### config.mk
export PLATFORM = sky130hd
export DESIGN_NAME = wb_port_sched
export DESIGN_NICKNAME = d
export VERILOG_FILES = /design/src/rtl/wb_port_sched_pkg.sv /design/src/rtl/wb_port_sched_chk.sv /design/src/rtl/wb_port_sched_starve_cnt.sv /design/src/rtl/wb_port_sched.sv
export SDC_FILE = /design/constraint.sdc
export NUM_CORES = 1
export LEC_CHECK = 0
export BUFFER_PORTS_ARGS = -buffer_cell sky130_fd_sc_hd__buf_2
export CORE_ASPECT_RATIO = 0.9
export CORE_MARGIN = 10
export CORE_UTILIZATION = 42
export CTS_BUF_LIST = sky130_fd_sc_hd__clkbuf_2
export CTS_CLUSTER_SIZE = 24
export DETAILED_ROUTE_END_ITERATION = 12
export PLACE_DENSITY_LB_ADDON = 0.2
export SLEW_MARGIN = 30
export SYNTH_ARGS = -nofsm -noshare
export SYNTH_HDL_FRONTEND = slang
export SYNTH_SLANG_ARGS = --single-unit
### constraint.sdc
create_clock -name clk -period 1.6 [get_ports clk]
set_input_delay 0.32 -clock clk [delete_from_list [all_inputs] [get_ports clk]]
set_output_delay 0.32 -clock clk [all_outputs]
set_load 0.01 [all_outputs]
### src/rtl/wb_port_sched_pkg.sv
// Shared definitions for the write-back port scheduler: FSM encodings and parameter defaults.
package wb_port_sched_pkg;

  typedef enum logic [0:0] {
    WBS_IDLE     = 1'b0,
    WBS_MEM_WAIT = 1'b1
  } wbs_state_e;

  localparam int DATA_W_DEF     = 16;
  localparam int REG_AW_DEF     = 3;
  localparam int STARVE_MAX_DEF = 4;

endpackage

### src/rtl/wb_port_sched_chk.sv
// Protocol checks for the write-back port scheduler.
module wb_port_sched_chk (
  input logic clk,
  input logic rst_n,
  input logic in_mem_wait,
  input logic wb_valid,
  input logic mc_ack,
  input logic pipe_gnt
);

  a_valid_held_in_wait: assert property (@(posedge clk) disable iff (!rst_n)
    in_mem_wait |-> wb_valid)
    else $error("wb_valid dropped while a load was pending");

  a_single_grant: assert property (@(posedge clk) disable iff (!rst_n)
    !(mc_ack && pipe_gnt))
    else $error("both requesters granted in one cycle");

endmodule

### src/rtl/wb_port_sched_starve_cnt.sv
// Saturating 4-bit count of consecutive cycles the multi-cycle request lost arbitration.
module wb_starve_cnt #(
  parameter int LIMIT = 4
) (
  input  logic clk,
  input  logic rst_n,
  input  logic inc,
  input  logic clr,
  output logic hit
);

  localparam logic [3:0] LIMIT_C = 4'(LIMIT);

  logic [3:0] cnt_q, cnt_d;

  // Next count: clear dominates, increment saturates at the limit.
  always_comb begin
    cnt_d = cnt_q;
    if (clr) begin
      cnt_d = 4'd0;
    end else if (inc && (cnt_q != LIMIT_C)) begin
      cnt_d = cnt_q + 4'd1;
    end else begin
      cnt_d = cnt_q;
    end
  end

  // Count register.
  always_ff @(posedge clk or negedge rst_n) begin
    if (!rst_n) begin
      cnt_q <= 4'd0;
    end else begin
      cnt_q <= cnt_d;
    end
  end

  assign hit = (cnt_q == LIMIT_C);

endmodule

### src/rtl/wb_port_sched.sv
// Register-file write-port scheduler: sequences late loads and arbitrates the
// in-order WB instruction against the multi-cycle unit with a starvation bound.
module wb_port_sched
  import wb_port_sched_pkg::*;
#(
  parameter int DATA_W     = DATA_W_DEF,
  parameter int REG_AW     = REG_AW_DEF,
  parameter int STARVE_MAX = STARVE_MAX_DEF
) (
  input  logic              clk,
  input  logic              rst_n,
  input  logic              wb_valid,
  input  logic              wb_reg_write,
  input  logic              wb_mem_to_reg,
  input  logic [REG_AW-1:0] wb_dest,
  input  logic [DATA_W-1:0] wb_alu_result,
  input  logic [DATA_W-1:0] mem_rdata,
  input  logic              mem_done,
  input  logic              mc_req,
  input  logic [REG_AW-1:0] mc_dest,
  input  logic [DATA_W-1:0] mc_data,
  output logic              mc_ack,
  output logic              wb_stall,
  output logic              rf_we,
  output logic [REG_AW-1:0] rf_waddr,
  output logic [DATA_W-1:0] rf_wdata
);

  wbs_state_e        state_q, state_d;
  logic              rf_we_q, rf_we_d;
  logic [REG_AW-1:0] rf_waddr_q, rf_waddr_d;
  logic [DATA_W-1:0] rf_wdata_q, rf_wdata_d;

  logic pipe_rdy_s, starve_hit_s, mc_win_s, pipe_gnt_s, load_wait_s;
  logic cnt_inc_s, cnt_clr_s;

  // Grant decision; MC only beats a ready pipeline once it has lost STARVE_MAX times in a row.
  always_comb begin
    pipe_rdy_s  = wb_valid & wb_reg_write & (~wb_mem_to_reg | mem_done);
    load_wait_s = wb_valid & wb_reg_write & wb_mem_to_reg & ~mem_done;
    mc_win_s    = mc_req & (~pipe_rdy_s | starve_hit_s);
    pipe_gnt_s  = pipe_rdy_s & ~mc_win_s;
    cnt_inc_s   = mc_req & ~mc_win_s;
    cnt_clr_s   = ~mc_req | mc_win_s;
  end

  assign mc_ack   = rst_n & mc_win_s;
  assign wb_stall = rst_n & wb_valid & wb_reg_write & ~pipe_gnt_s;

  wb_starve_cnt #(.LIMIT(STARVE_MAX)) u_starve (
    .clk   (clk),
    .rst_n (rst_n),
    .inc   (cnt_inc_s),
    .clr   (cnt_clr_s),
    .hit   (starve_hit_s)
  );

  // FSM next state: wait for late load data, return once the load write is granted.
  always_comb begin
    state_d = state_q;
    case (state_q)
      WBS_IDLE: begin
        if (load_wait_s) begin
          state_d = WBS_MEM_WAIT;
        end else begin
          state_d = WBS_IDLE;
        end
      end
      WBS_MEM_WAIT: begin
        if (pipe_gnt_s) begin
          state_d = WBS_IDLE;
        end else begin
          state_d = WBS_MEM_WAIT;
        end
      end
      default: state_d = WBS_IDLE;
    endcase
  end

  // Write-port capture; address/data hold when nothing is granted.
  always_comb begin
    rf_we_d    = 1'b0;
    rf_waddr_d = rf_waddr_q;
    rf_wdata_d = rf_wdata_q;
    if (pipe_gnt_s) begin
      rf_we_d    = 1'b1;
      rf_waddr_d = wb_dest;
      rf_wdata_d = wb_mem_to_reg ? mem_rdata : wb_alu_result;
    end else if (mc_win_s) begin
      rf_we_d    = 1'b1;
      rf_waddr_d = mc_dest;
      rf_wdata_d = mc_data;
    end else begin
      rf_we_d    = 1'b0;
    end
  end

  // FSM state and registered write-port outputs.
  always_ff @(posedge clk or negedge rst_n) begin
    if (!rst_n) begin
      state_q    <= WBS_IDLE;
      rf_we_q    <= 1'b0;
      rf_waddr_q <= '0;
      rf_wdata_q <= '0;
    end else begin
      state_q    <= state_d;
      rf_we_q    <= rf_we_d;
      rf_waddr_q <= rf_waddr_d;
      rf_wdata_q <= rf_wdata_d;
    end
  end

  assign rf_we    = rf_we_q;
  assign rf_waddr = rf_waddr_q;
  assign rf_wdata = rf_wdata_q;

  wb_port_sched_chk u_chk (
    .clk         (clk),
    .rst_n       (rst_n),
    .in_mem_wait (state_q == WBS_MEM_WAIT),
    .wb_valid    (wb_valid),
    .mc_ack      (mc_ack),
    .pipe_gnt    (pipe_gnt_s)
  );

endmodule
==> run_summary.xml <==
<?xml version="1.0" encoding="UTF-8"?>
<metrics>
  <group name="power_and_ir_drop">
    <metric name="power_report.internal_total" unit="uW">1010</metric>
    <metric name="pwr-share-seq" unit="">0.487</metric>
    <metric name="power_frac_clock" unit="">0.156</metric>
    <metric name="power.switching" unit="uW">438</metric>
    <metric name="pwr-share-comb" unit="">0.357</metric>
    <metric name="power_density" unit="nW/um^2">667</metric>
    <metric name="power.switching_fraction" unit="">0.302</metric>
    <metric name="standby_leakage_power" unit="uW">0.00117</metric>
    <metric name="max-vdd-ir-drop" unit="V">0.000431</metric>
  </group>
  <group name="timing">
    <metric name="clock_skew" unit="ps">3.66</metric>
    <metric name="actual_transition_at_the_worst_max_transition_pin" unit="ps">378</metric>
    <metric name="final_critical_path_setup_slack" unit="ps">-243</metric>
    <metric name="clock.fmax" unit="GHz">0.543</metric>
    <metric name="layout_min_cycle_time" unit="ps">1840</metric>
    <metric name="timing.slew.headroom" unit="">0.747</metric>
    <metric name="hold_viol" unit="">0</metric>
    <metric name="timing_max_transition_violations_final" unit="">0</metric>
    <metric name="fin_crit_sh" unit="">1.15</metric>
    <metric name="finalHoldWorstSlack" unit="ps">245</metric>
    <metric name="totalNegativeSetupSlack" unit="ps">-680</metric>
    <metric name="unrepaired_setup_endpoints_after_global_routing" unit="">yes</metric>
    <metric name="setup_viol" unit="">18</metric>
  </group>
  <group name="worst_setup_path">
    <metric name="crit_required" unit="ps">1280</metric>
    <metric name="crit_chain" unit="">inv_1 -&gt; ha_2 -&gt; nand3b_1 -&gt; nand3_2 -&gt; and3_4 -&gt; buf_6</metric>
    <metric name="timing.setup.critical_path_class" unit="">flop to output pin</metric>
    <metric name="cpMaxStageDelayCell" unit="">sky130_fd_sc_hd__dfrtp_1</metric>
    <metric name="timing.critical_path.max_delay_family" unit="">flip-flops</metric>
    <metric name="cp_num_cells" unit="">6</metric>
    <metric name="critPathMaxFanout" unit="">3</metric>
    <metric name="worst-endpoint-arrival" unit="ps">1520</metric>
    <metric name="start_kind" unit="">flop</metric>
    <metric name="critical_path_buf_inv_count" unit="">2</metric>
    <metric name="worst_path_largest_cell_delay" unit="ps">450</metric>
    <metric name="crit_path_end_kind" unit="">output pin</metric>
    <metric name="r2r_cells" unit="">8</metric>
  </group>
  <group name="cells_and_area">
    <metric name="finish.utilization" unit="">0.631</metric>
    <metric name="final_cells" unit="">273</metric>
    <metric name="layout.nets" unit="">294</metric>
    <metric name="post_route_cells_drive_above_1_share" unit="">0.633</metric>
    <metric name="num_antenna_cells" unit="">0</metric>
    <metric name="area_growth_syn_to_layout" unit="%">41.1</metric>
    <metric name="final.fill_count" unit="">292</metric>
  </group>
  <group name="placed_design">
    <metric name="hpwlAfterDp" unit="um">4090</metric>
    <metric name="buffer_ports.inserted" unit="">82</metric>
    <metric name="finalWeightedCongestion" unit="">0.794</metric>
    <metric name="number_of_placed_cells_counting_well_taps" unit="">267</metric>
    <metric name="placement.setup.worst_slack" unit="ps">-52.8</metric>
  </group>
  <group name="status">
    <metric name="violations_in_the_final_reports" unit="">setup timing</metric>
    <metric name="run_status" unit="">complete, but fails checks</metric>
  </group>
  <group name="global_routing">
    <metric name="globalRouteTotalUtil" unit="">0.153</metric>
    <metric name="antenna_violations_before_repair" unit="">0</metric>
    <metric name="grt_max_degree" unit="">18</metric>
    <metric name="grt_pass1_vias" unit="">1703</metric>
    <metric name="grt_overflow_total" unit="">0</metric>
    <metric name="grt_pass1_wl" unit="um">8540</metric>
  </group>
  <group name="detailed_routing">
    <metric name="route.detailed.drc" unit="">0</metric>
    <metric name="routed_wirelength" unit="um">5140</metric>
    <metric name="ant_nets" unit="">0</metric>
    <metric name="vias" unit="">1546</metric>
    <metric name="route.detailed.vias_per_inst" unit="">5.66</metric>
    <metric name="drt_iter0_markers" unit="">127</metric>
    <metric name="wl_per_cell" unit="um">18.8</metric>
    <metric name="drt_pass_1_iters" unit="">4</metric>
  </group>
  <group name="die">
    <metric name="die_w" unit="um">83.9</metric>
    <metric name="die_area" unit="um^2">6500</metric>
    <metric name="core_area" unit="um^2">3450</metric>
    <metric name="die-height" unit="um">77.5</metric>
    <metric name="top_level_ports" unit="">83</metric>
    <metric name="core.rowCount" unit="">20</metric>
    <metric name="floorplan.initialDensity" unit="">0.447</metric>
  </group>
  <group name="clock_network">
    <metric name="clkTransAtPathRegs" unit="ps">210</metric>
    <metric name="tritoncts" unit="">yes</metric>
    <metric name="clkSinkCount" unit="">24</metric>
    <metric name="cts_buffers" unit="">3</metric>
    <metric name="clk-insertion-delay-late" unit="ps">340</metric>
    <metric name="cts.root.buffer_cell" unit="">sky130_fd_sc_hd__clkbuf_2</metric>
    <metric name="h_tree_lvls" unit="">1</metric>
    <metric name="cts_buffer_depth" unit="">2</metric>
  </group>
  <group name="logic_synthesis">
    <metric name="synth_largest_area_cell" unit="">sky130_fd_sc_hd__dfrtp_1</metric>
    <metric name="synth_sequential_area_ratio" unit="">0.389</metric>
    <metric name="post_synth_instance_area" unit="um^2">1540</metric>
    <metric name="post-synth-top-area-fraction" unit="">0.389</metric>
    <metric name="synth.net_count" unit="">198</metric>
    <metric name="ys_top_cells_by_area" unit="">sky130_fd_sc_hd__dfrtp_1 39%, sky130_fd_sc_hd__o221a_2 14%, sky130_fd_sc_hd__a211o_1 11%</metric>
    <metric name="syn_warnings" unit="">0</metric>
    <metric name="flip_flop_and_latch_count_after_synthesis" unit="">24</metric>
    <metric name="yosysUniqueCellTypes" unit="">21</metric>
    <metric name="syn_area_per_cell" unit="um^2">11.4</metric>
    <metric name="post_synth_inst_count" unit="">135</metric>
  </group>
  <group name="hold_path">
    <metric name="timing.hold.worst.class" unit="">primary input to flop</metric>
    <metric name="hold-path-cell-count" unit="">2</metric>
  </group>
  <group name="job">
    <metric name="cap_violations" unit="">0</metric>
  </group>
</metrics>
-- metal layers --
metal  vias to the layer above  share of wire  track usage
met5                         -              0            0
met4                         0         0.0049       0.0284
met3                         2          0.066       0.0470
met2                        60           0.51        0.265
met1                       763           0.42        0.184
li1                        721              -            -
-- flip-flops by register name (all words and copies together), names as in the netlist --
register,flops
rf_waddr,3
rf_we,1
u_starve.cnt_q,4
rf_wdata,16
-- kinds of logic (layout without fill, tap and decap cells) --
| group | after synthesis | in the layout | synth area share |
|---|---|---|---|
| muxes | 16 | 16 | 0.141 |
| adders and majority gates | 2 | 2 | 0.0162 |
| AOI/OAI and AO/OA | 39 | 39 | 0.250 |
| buffers and inverters | 16 | 110 | 0.0551 |
| xor gates and xnor gates | 2 | 2 | 0.0113 |
| and+or+nand+nor | 36 | 36 | 0.137 |
| DFF | 24 | 24 | 0.389 |
-- final cells by class --
cell class                      count  area, um^2  area share
Sequential cell                    24         601       0.276
Clock buffer                        3        15.0     0.00689
Inverter                            2        7.51     0.00345
Tap cell                           44        55.1      0.0253
Multi-Input combinational cell     95         873       0.401
Timing Repair Buffer              105         627       0.288
-- power by group through the flow --
stage | Clock, uW | Combinational [uW] | Sequential (uW)
floorplan | 0 | 239 | 747
global placement | 0 | 493 | 715
detailed placement | 0 | 508 | 717
CTS | 244 | 521 | 707
global route | 259 | 565 | 715
finish | 227 | 518 | 707
-- placed cells by master (no fill, tap or decap), drive strengths merged --
cell type / count
a211o: 19
a31oi: 1
and2: 1
and3: 23
buf: 103
clkbuf: 3
dfrtp: 24
dlygate4sd3: 2
ha: 2
inv: 2
mux2: 16
nand2: 4
nand2b: 2
nand3: 2
nand3b: 1
nand4b: 1
nor2: 2
o221a: 19
xor2: 2
-- per-stage QoR --
| step | total power [uW] | area (um^2) |
|---|---|---|
| 2_1_floorplan | 986 | 1550 |
| 3_3_place_gp | 1210 | 2110 |
| 3_5_place_dp | 1230 | 2110 |
| 4_1_cts | 1470 | 2170 |
| 5_1_grt | 1540 | 2180 |
| 6_report | 1450 | 2180 |
-- final timing paths --
path / start / endpoint / slack (ps)
worst max register to register: u_starve.cnt_q[1]$_DFFE_PN0P_ / rf_wdata[12]$_DFFE_PN0P_ / -20
worst min register to register: u_starve.cnt_q[0]$_DFFE_PN0P_ / u_starve.cnt_q[0]$_DFFE_PN0P_ / 570
max in group asynchronous: rst_n / u_starve.cnt_q[2]$_DFFE_PN0P_ / 820
worst min-delay path: mc_dest[1] / rf_waddr[1]$_DFFE_PN0P_ / 250
worst max-delay path: u_starve.cnt_q[1]$_DFFE_PN0P_ / mc_ack / -240
min in group asynchronous: rst_n / rf_wdata[14]$_DFFE_PN0P_ / 460
-- cells in the mapped netlist (all sizes together) --
| master | number |
|---|---|
| a31oi | 1 |
| and2 | 1 |
| nand4b | 1 |
| and3 | 23 |
| nand3b | 1 |
| ha | 2 |
| xor2 | 2 |
| o221a | 19 |
| dfrtp | 24 |
| a211o | 19 |
| nand2 | 4 |
| nand2b | 2 |
| clkbuf | 11 |
| mux2 | 16 |
| buf | 3 |
| nand3 | 2 |
| inv | 2 |
| nor2 | 2 |
-- repair_timing --
item | in CTS | in global routing
endpoints found under the setup margin | 2 | 21
setup buffers | 1 | 0
gates cloned | 0 | 0
pin swaps | 2 | 1
hold buffers | 2 | 0
hold endpoints to repair | 7 | 0
resized for setup | 5 | 3
Power figures use the tool's default switching activity.
